--- config.mk ---
export PLATFORM = sky130hd
export DESIGN_NAME = add_header_seq_flat
export DESIGN_NICKNAME = d
export VERILOG_FILES = /design/src/rtl/add_header_seq_if.sv /design/src/rtl/add_header_seq.sv /design/src/flat_wrapper.sv
export SDC_FILE = /design/constraint.sdc
export NUM_CORES = 2
export LEC_CHECK = 0
export ABC_AREA = 1
export BUFFER_PORTS_ARGS = -buffer_cell sky130_fd_sc_hd__buf_2
export CELL_PAD_IN_SITES_DETAIL_PLACEMENT = 0
export CELL_PAD_IN_SITES_GLOBAL_PLACEMENT = 1
export CORE_UTILIZATION = 55
export DETAILED_ROUTE_END_ITERATION = 16
export PLACE_DENSITY = 0.93
export SYNTH_ARGS = -nofsm -noshare
export SYNTH_HDL_FRONTEND = slang
export SYNTH_SLANG_ARGS = --single-unit
--- constraint.sdc ---
create_clock -name clk -period 14.5 [get_ports clk]
set_input_delay 1.45 -clock clk [delete_from_list [all_inputs] [get_ports clk]]
set_output_delay 1.45 -clock clk [all_outputs]
set_load 0.05 [all_outputs]
--- src/rtl/add_header_seq_if.sv ---
// add_header_seq_if: AXI-Stream beat bundle (data, byte keep, last, valid/ready) for the header inserter ports.
interface add_header_seq_if #(parameter int DW = 128);
  logic [DW-1:0]   tdata;
  logic [DW/8-1:0] tkeep;
  logic            tlast;
  logic            tvalid;
  logic            tready;
  modport master (output tdata, tkeep, tlast, tvalid, input tready);
  modport slave (input tdata, tkeep, tlast, tvalid, output tready);
endinterface

--- src/rtl/add_header_seq.sv ---
// add_header_seq: buffers AXI-Stream packets and prepends a {oversize, seq, length} header beat, with per-packet bypass.
module add_header_seq_fifo #(
  parameter int W = 8,
  parameter int D = 4
) (
  input  logic         clk,
  input  logic         resetn,
  input  logic         push,
  input  logic [W-1:0] wdata,
  input  logic         pop,
  output logic [W-1:0] rdata,
  output logic         empty,
  output logic         full
);
  localparam int AW = $clog2(D);
  logic [W-1:0]  mem [D];
  logic [AW-1:0] wp, rp;
  logic [AW:0]   cnt;
  always_ff @(posedge clk or negedge resetn)
    if (!resetn) begin
      wp  <= '0;
      rp  <= '0;
      cnt <= '0;
    end else begin
      wp  <= push ? wp + 1'b1 : wp;
      rp  <= pop ? rp + 1'b1 : rp;
      cnt <= cnt + {{AW{1'b0}}, push} - {{AW{1'b0}}, pop};
    end
  always_ff @(posedge clk)
    if (push) mem[wp] <= wdata;
  assign rdata = mem[rp];
  assign empty = (cnt == '0);
  assign full  = cnt[AW];
endmodule

module add_header_seq #(
  parameter int DW         = 128,
  parameter int FIFO_DEPTH = 16,
  parameter int HDR_DEPTH  = 8
) (
  input  logic                   clk,
  input  logic                   resetn,
  input  logic                   hdr_en,
  add_header_seq_if.slave        axis_data,
  add_header_seq_if.master       axis_out,
  output logic [15:0]            seq_next
);
  localparam int KW  = DW / 8;
  localparam int DFW = DW + KW + 1;
  typedef enum logic {S_HDR, S_DATA} state_t;
  state_t          state_q, state_n;
  logic            d_full, d_empty, h_full, h_empty, d_pop, h_pop, h_push, acc;
  logic [DFW-1:0]  d_rd;
  logic [33:0]     h_rd, h_wr;
  logic [16:0]     pc, sum;
  logic [15:0]     len_q, len_n;
  logic            ov_q, ov_n, in_pkt, byp_q, byp;
  logic            out_valid, out_last, is_hdr, h_byp, d_last;
  logic [DW-1:0]   out_data;
  logic [KW-1:0]   out_keep;
  assign axis_data.tready = resetn && !d_full && !h_full;
  assign acc = axis_data.tvalid && axis_data.tready;
  always_comb begin
    pc = '0;
    for (int i = 0; i < KW; i++) pc = pc + 17'(axis_data.tkeep[i]);
  end
  // length saturates once the 17-bit running sum spills past 16 bits
  assign sum    = {1'b0, len_q} + pc;
  assign ov_n   = ov_q | sum[16];
  assign len_n  = ov_n ? 16'hFFFF : sum[15:0];
  assign byp    = in_pkt ? byp_q : !hdr_en;
  assign h_push = acc && axis_data.tlast;
  assign h_wr   = {byp, ov_n, seq_next, len_n};
  always_ff @(posedge clk or negedge resetn)
    if (!resetn) begin
      len_q    <= '0;
      ov_q     <= 1'b0;
      in_pkt   <= 1'b0;
      byp_q    <= 1'b0;
      seq_next <= '0;
    end else if (acc) begin
      len_q    <= axis_data.tlast ? '0 : len_n;
      ov_q     <= !axis_data.tlast && ov_n;
      in_pkt   <= !axis_data.tlast;
      byp_q    <= byp;
      seq_next <= seq_next + 16'(axis_data.tlast);
    end
  add_header_seq_fifo #(.W(DFW), .D(FIFO_DEPTH)) u_data_fifo (
    .clk(clk), .resetn(resetn), .push(acc),
    .wdata({axis_data.tdata, axis_data.tkeep, axis_data.tlast}),
    .pop(d_pop), .rdata(d_rd), .empty(d_empty), .full(d_full)
  );
  add_header_seq_fifo #(.W(34), .D(HDR_DEPTH)) u_hdr_fifo (
    .clk(clk), .resetn(resetn), .push(h_push), .wdata(h_wr),
    .pop(h_pop), .rdata(h_rd), .empty(h_empty), .full(h_full)
  );
  assign h_byp  = h_rd[33];
  assign d_last = d_rd[0];
  always_ff @(posedge clk or negedge resetn)
    if (!resetn) state_q <= S_HDR;
    else state_q <= state_n;
  // a bypass entry is consumed without a handshake, leaving one idle cycle
  always_comb begin
    state_n = (state_q == S_HDR)
      ? ((!h_empty && (h_byp || axis_out.tready)) ? S_DATA : S_HDR)
      : ((!d_empty && axis_out.tready && d_last) ? S_HDR : S_DATA);
  end
  always_comb begin
    is_hdr    = (state_q == S_HDR);
    out_valid = is_hdr ? (!h_empty && !h_byp) : !d_empty;
    h_pop     = is_hdr && !h_empty && (h_byp || axis_out.tready);
    d_pop     = !is_hdr && !d_empty && axis_out.tready;
    out_data  = !out_valid ? '0 : is_hdr ? {{(DW-33){1'b0}}, h_rd[32:0]} : d_rd[DFW-1 -: DW];
    out_keep  = !out_valid ? '0 : is_hdr ? '1 : d_rd[KW:1];
    out_last  = out_valid && !is_hdr && d_last;
  end
  assign axis_out.tvalid = out_valid;
  assign axis_out.tdata  = out_data;
  assign axis_out.tkeep  = out_keep;
  assign axis_out.tlast  = out_last;
endmodule

--- src/flat_wrapper.sv ---
// flat-port wrapper written by rule: the top's interface ports become plain ports
module add_header_seq_flat 
#(
  parameter int DW         = 128,
  parameter int FIFO_DEPTH = 16,
  parameter int HDR_DEPTH  = 8
)
  (clk, resetn, hdr_en, seq_next, axis_data_tdata, axis_data_tkeep, axis_data_tlast, axis_data_tvalid, axis_data_tready, axis_out_tdata, axis_out_tkeep, axis_out_tlast, axis_out_tvalid, axis_out_tready);
  add_header_seq_if #(.DW(DW)) axis_data_i ();
  add_header_seq_if #(.DW(DW)) axis_out_i ();
  input  logic clk;
  input  logic resetn;
  input  logic hdr_en;
  output logic [15:0] seq_next;
  input wire logic [$bits(axis_data_i.tdata)-1:0] axis_data_tdata;
  input wire logic [$bits(axis_data_i.tkeep)-1:0] axis_data_tkeep;
  input wire logic [$bits(axis_data_i.tlast)-1:0] axis_data_tlast;
  input wire logic [$bits(axis_data_i.tvalid)-1:0] axis_data_tvalid;
  output wire logic [$bits(axis_data_i.tready)-1:0] axis_data_tready;
  output wire logic [$bits(axis_out_i.tdata)-1:0] axis_out_tdata;
  output wire logic [$bits(axis_out_i.tkeep)-1:0] axis_out_tkeep;
  output wire logic [$bits(axis_out_i.tlast)-1:0] axis_out_tlast;
  output wire logic [$bits(axis_out_i.tvalid)-1:0] axis_out_tvalid;
  input wire logic [$bits(axis_out_i.tready)-1:0] axis_out_tready;
  assign axis_data_i.tdata = axis_data_tdata;
  assign axis_data_i.tkeep = axis_data_tkeep;
  assign axis_data_i.tlast = axis_data_tlast;
  assign axis_data_i.tvalid = axis_data_tvalid;
  assign axis_data_tready = axis_data_i.tready;
  assign axis_out_tdata = axis_out_i.tdata;
  assign axis_out_tkeep = axis_out_i.tkeep;
  assign axis_out_tlast = axis_out_i.tlast;
  assign axis_out_tvalid = axis_out_i.tvalid;
  assign axis_out_i.tready = axis_out_tready;
  add_header_seq #(.DW(DW), .FIFO_DEPTH(FIFO_DEPTH), .HDR_DEPTH(HDR_DEPTH)) u_core (.clk(clk), .resetn(resetn), .hdr_en(hdr_en), .axis_data(axis_data_i), .axis_out(axis_out_i), .seq_next(seq_next));
endmodule
==> impl_metrics.toml <==
[placement]
dp_hpwl_um = 134000
port_buffers = 312
placed_cells = 10800
globalplace.congestion = 0.833

[timing]
timing.setup.tns_ns = 0
drv_slew = 0
setup_viol = 0
timing.fmax_mhz = 137
finalCritPeriodShare = 0.504
worstMarginPinSlew_ns = 1.33
period_needed_ns = 7.31
finalHoldViolations = 0
rsz0062_at_grt = "no"
whs_ns = 0.501
skew_ns = 0.0710
max_slew_margin = 0.111

[detailed_routing]
wl_met1_um = 104000
routed_wl_um = 276000
top_layer = "met5"
drc = 0
drtAntennaViolNets = 0
vias = 69300
drt_first_iter_violations = 9015
dr.pass1.iters = 6
via_per_inst = 6.13
avgRoutedWirePerCell_um = 24.5
dr_wl_met3_um = 25000
met2_length_um = 133000

[grt]
antenna_found_initial = 60
grt_pass1_wl_um = 410000
grtUsageTotal = 0.278
grt_max_degree = 241
first_global_vias = 67600
grt_overflow = 0

[clock_tree]
cts_tree = "yes"
clkSinkCount = 2651
cts_buffers = 278
htreeDepth = 5
post-cts-setup-buffer-count = 0
worst_skew_pair.late_latency_ns = 0.94
cts_hold_buf = 0
clk_pin_slew_ns = 0.06
cts_buffer_depth = 4
post_cts_resize_count = 0
cts-root-buf = "clkbuf_16"

[synth]
synth_cell_types = 34
syn-instance-count = 8428
ys_seq_area_frac = 0.746
ys_seq_elements = 2651
postSynthAreaPerCell_sq_um = 12.6
yosysWarningCount = 0
syn-num-nets = 8626
netlist_area_sq_mm = 0.106

[power_and_ir_drop]
intPower_uw = 14600
p_leak_uw = 0.0397
p_clk_frac = 0.267
peakVddDrop_mv = 0.240
p_comb_frac = 0.368
power_density_mw_per_mm2 = 206
switching_share = 0.400
p_switching_uw = 9740
power_uw = 24300
sequentialPowerShare = 0.365

[die]
fp.dieW_um = 442
die_area_sq_mm = 0.195
design.core.area_sq_mm = 0.192
rows = 161
io_pins = 313
start_util = 0.553
fp.dieH_um = 442

[finish]
final_layout_size_suffix_gt1_frac = 0.0927
multi_input_area_sq_mm = 0.0240
fillers = 13900
area_delta_synth_final_pct = 10.8
seqCellArea_sq_mm = 0.0793
nets = 8760
final_cells = 11300

[flow_run]
cap_viol_max_count = 0

[critical_path]
arrival_ns = 5.86
crit_required_ns = 13.05
end_kind = "output port"
worstSetupPathType = "register to output port"
worst_setup_path_start_kind = "register"
crit_fanout = 240

[status]
outcome = "finished, final reports clean"

[hold_path]
hp-class = "register to register"
[Yosys cell counts]
master,number,area share
a211oi_1,1,0.000071
a21boi_0,1,0.000071
a21oi_1,145,0.0068
a31oi_1,1,0.000059
and2_1,2,0.00012
buf_1,62,0.0022
buf_2,147,0.0069
buf_4,31,0.0022
buf_6,24,0.0025
buf_8,1,0.00014
clkbuf_1,299,0.011
clkbuf_2,1,0.000047
clkinv_1,3,0.00011
dfrtp_1,59,0.014
edfxtp_1,2592,0.73
fa_1,13,0.0024
ha_1,35,0.0041
inv_1,163,0.0058
inv_2,2,0.000071
nand2_1,828,0.029
nand3_1,680,0.032
nand3b_1,2,0.00014
nand4_1,10,0.00059
nor2_1,1711,0.060
nor3_1,14,0.00066
nor3_2,1,0.000094
o211ai_1,427,0.030
o21a_1,1,0.000071
o21ai_0,1039,0.049
o21ai_1,49,0.0023
o22ai_1,55,0.0032
or2_2,2,0.00012
xnor2_1,8,0.00066
xor2_1,19,0.0016
[power by group through the flow]
stage          combinational [uW]  clock [uW]  sequential (uW)
2_1_floorplan                6390           0             8940
3_3_place_gp                 8630           0             9030
3_5_place_dp                 8840           0             9040
4_1_cts                      8910        6560             8880
5_1_grt                      9640        6850             8890
6_report                     8950        6500             8880
[per-layer routing]
layer,global-route usage,vias to the layer above
met3,0.0453,637
met4,0.150,30
met1,0.361,34200
met2,0.451,3663
li1,-,30700
met5,0,-
[critical path: stages (launching register included)]
cell,delay (ns)
dfrtp_4,0.83
buf_12,0.66
buf_4,0.82
buf_4,0.98
nor2_1,0.15
nor2_1,0.15
o21ai_0,0.10
o211ai_1,0.13
nand3_1,0.09
a21oi_1,0.45
buf_2,0.36
[cell families (layout without fill, tap and decap cells)]
group	count (synthesis)	in the layout	synth area share
adders and majority gates	48	48	0.00656
buffers and inverters	733	1046	0.0305
other	0	30	0
DFF	2651	2651	0.746
and+or+nand+nor	3250	3250	0.123
AOI/OAI and AO/OA	1719	1719	0.0917
xor gates and xnor gates	27	27	0.00222
[stage by stage]
stage | setup slack, ns | cell area (sq um) | utilization
6_report | 7.19 | 118000 | 0.613
3_3_place_gp | 8.15 | 110000 | 0.570
4_1_cts | 7.16 | 118000 | 0.612
5_1_grt | 6.94 | 118000 | 0.613
3_5_place_dp | 8.02 | 110000 | 0.570
2_1_floorplan | 4.65 | 106000 | -
[layout by cell type, fill, tap and decap left out, types with 30 or more instances in the layout]
| cell | instances |
|---|---|
| buf_2 | 312 |
| nand2_1 | 826 |
| inv_1 | 161 |
| clkinv_2 | 43 |
| o22ai_1 | 55 |
| clkinv_1 | 56 |
| clkbuf_1 | 55 |
| buf_4 | 95 |
| dfrtp_1 | 52 |
| o21ai_1 | 49 |
| nor2_1 | 1695 |
| nand3_1 | 680 |
| edfxtp_1 | 2592 |
| o211ai_1 | 427 |
| diode_2 | 30 |
| clkbuf_16 | 285 |
| a21oi_1 | 145 |
| ha_1 | 35 |
| o21ai_0 | 1039 |
[state kept, by name, summed over array words and instances (netlist names)]
register / flops
u_core.u_data_fifo.mem: 2320
u_core.u_hdr_fifo.mem: 272
u_core.len_q: 16
u_core.seq_next: 16
u_core.u_data_fifo.cnt: 5
u_core.u_data_fifo.rp: 4
u_core.u_data_fifo.wp: 4
u_core.u_hdr_fifo.cnt: 4
u_core.u_hdr_fifo.rp: 3
u_core.u_hdr_fifo.wp: 3
u_core.byp_q: 1
u_core.in_pkt: 1
u_core.ov_q: 1
u_core.state_q: 1
[path summary, 6_finish.rpt]
kind                       slack [ns]                           to                startpoint  depth (start not counted)
max reg2reg                      9.54  u_core.u_hdr_fifo.mem[3][6]           u_core.len_q[0]                         15
max                              7.19           axis_out_tdata[61]  u_core.u_data_fifo.rp[0]                         10
min                              0.50                 u_core.byp_q              u_core.byp_q                          2
max in group asynchronous       13.09     u_core.u_data_fifo.rp[0]                    resetn                          2
min reg2reg                      0.50                 u_core.byp_q              u_core.byp_q                          2
min in group asynchronous        0.71      u_core.u_hdr_fifo.wp[2]                    resetn                          2
[cell type report]
cell class / instances / area share
antenna: 30 / 0.000637
clock buffer: 341 / 0.0624
clock inverter: 118 / 0.00684
inverter: 168 / 0.00560
multi-input combinational: 5044 / 0.203
sequential: 2651 / 0.673
tap: 2526 / 0.0268
timing repair buffer: 419 / 0.0213
(Power assumes the default switching activity.)
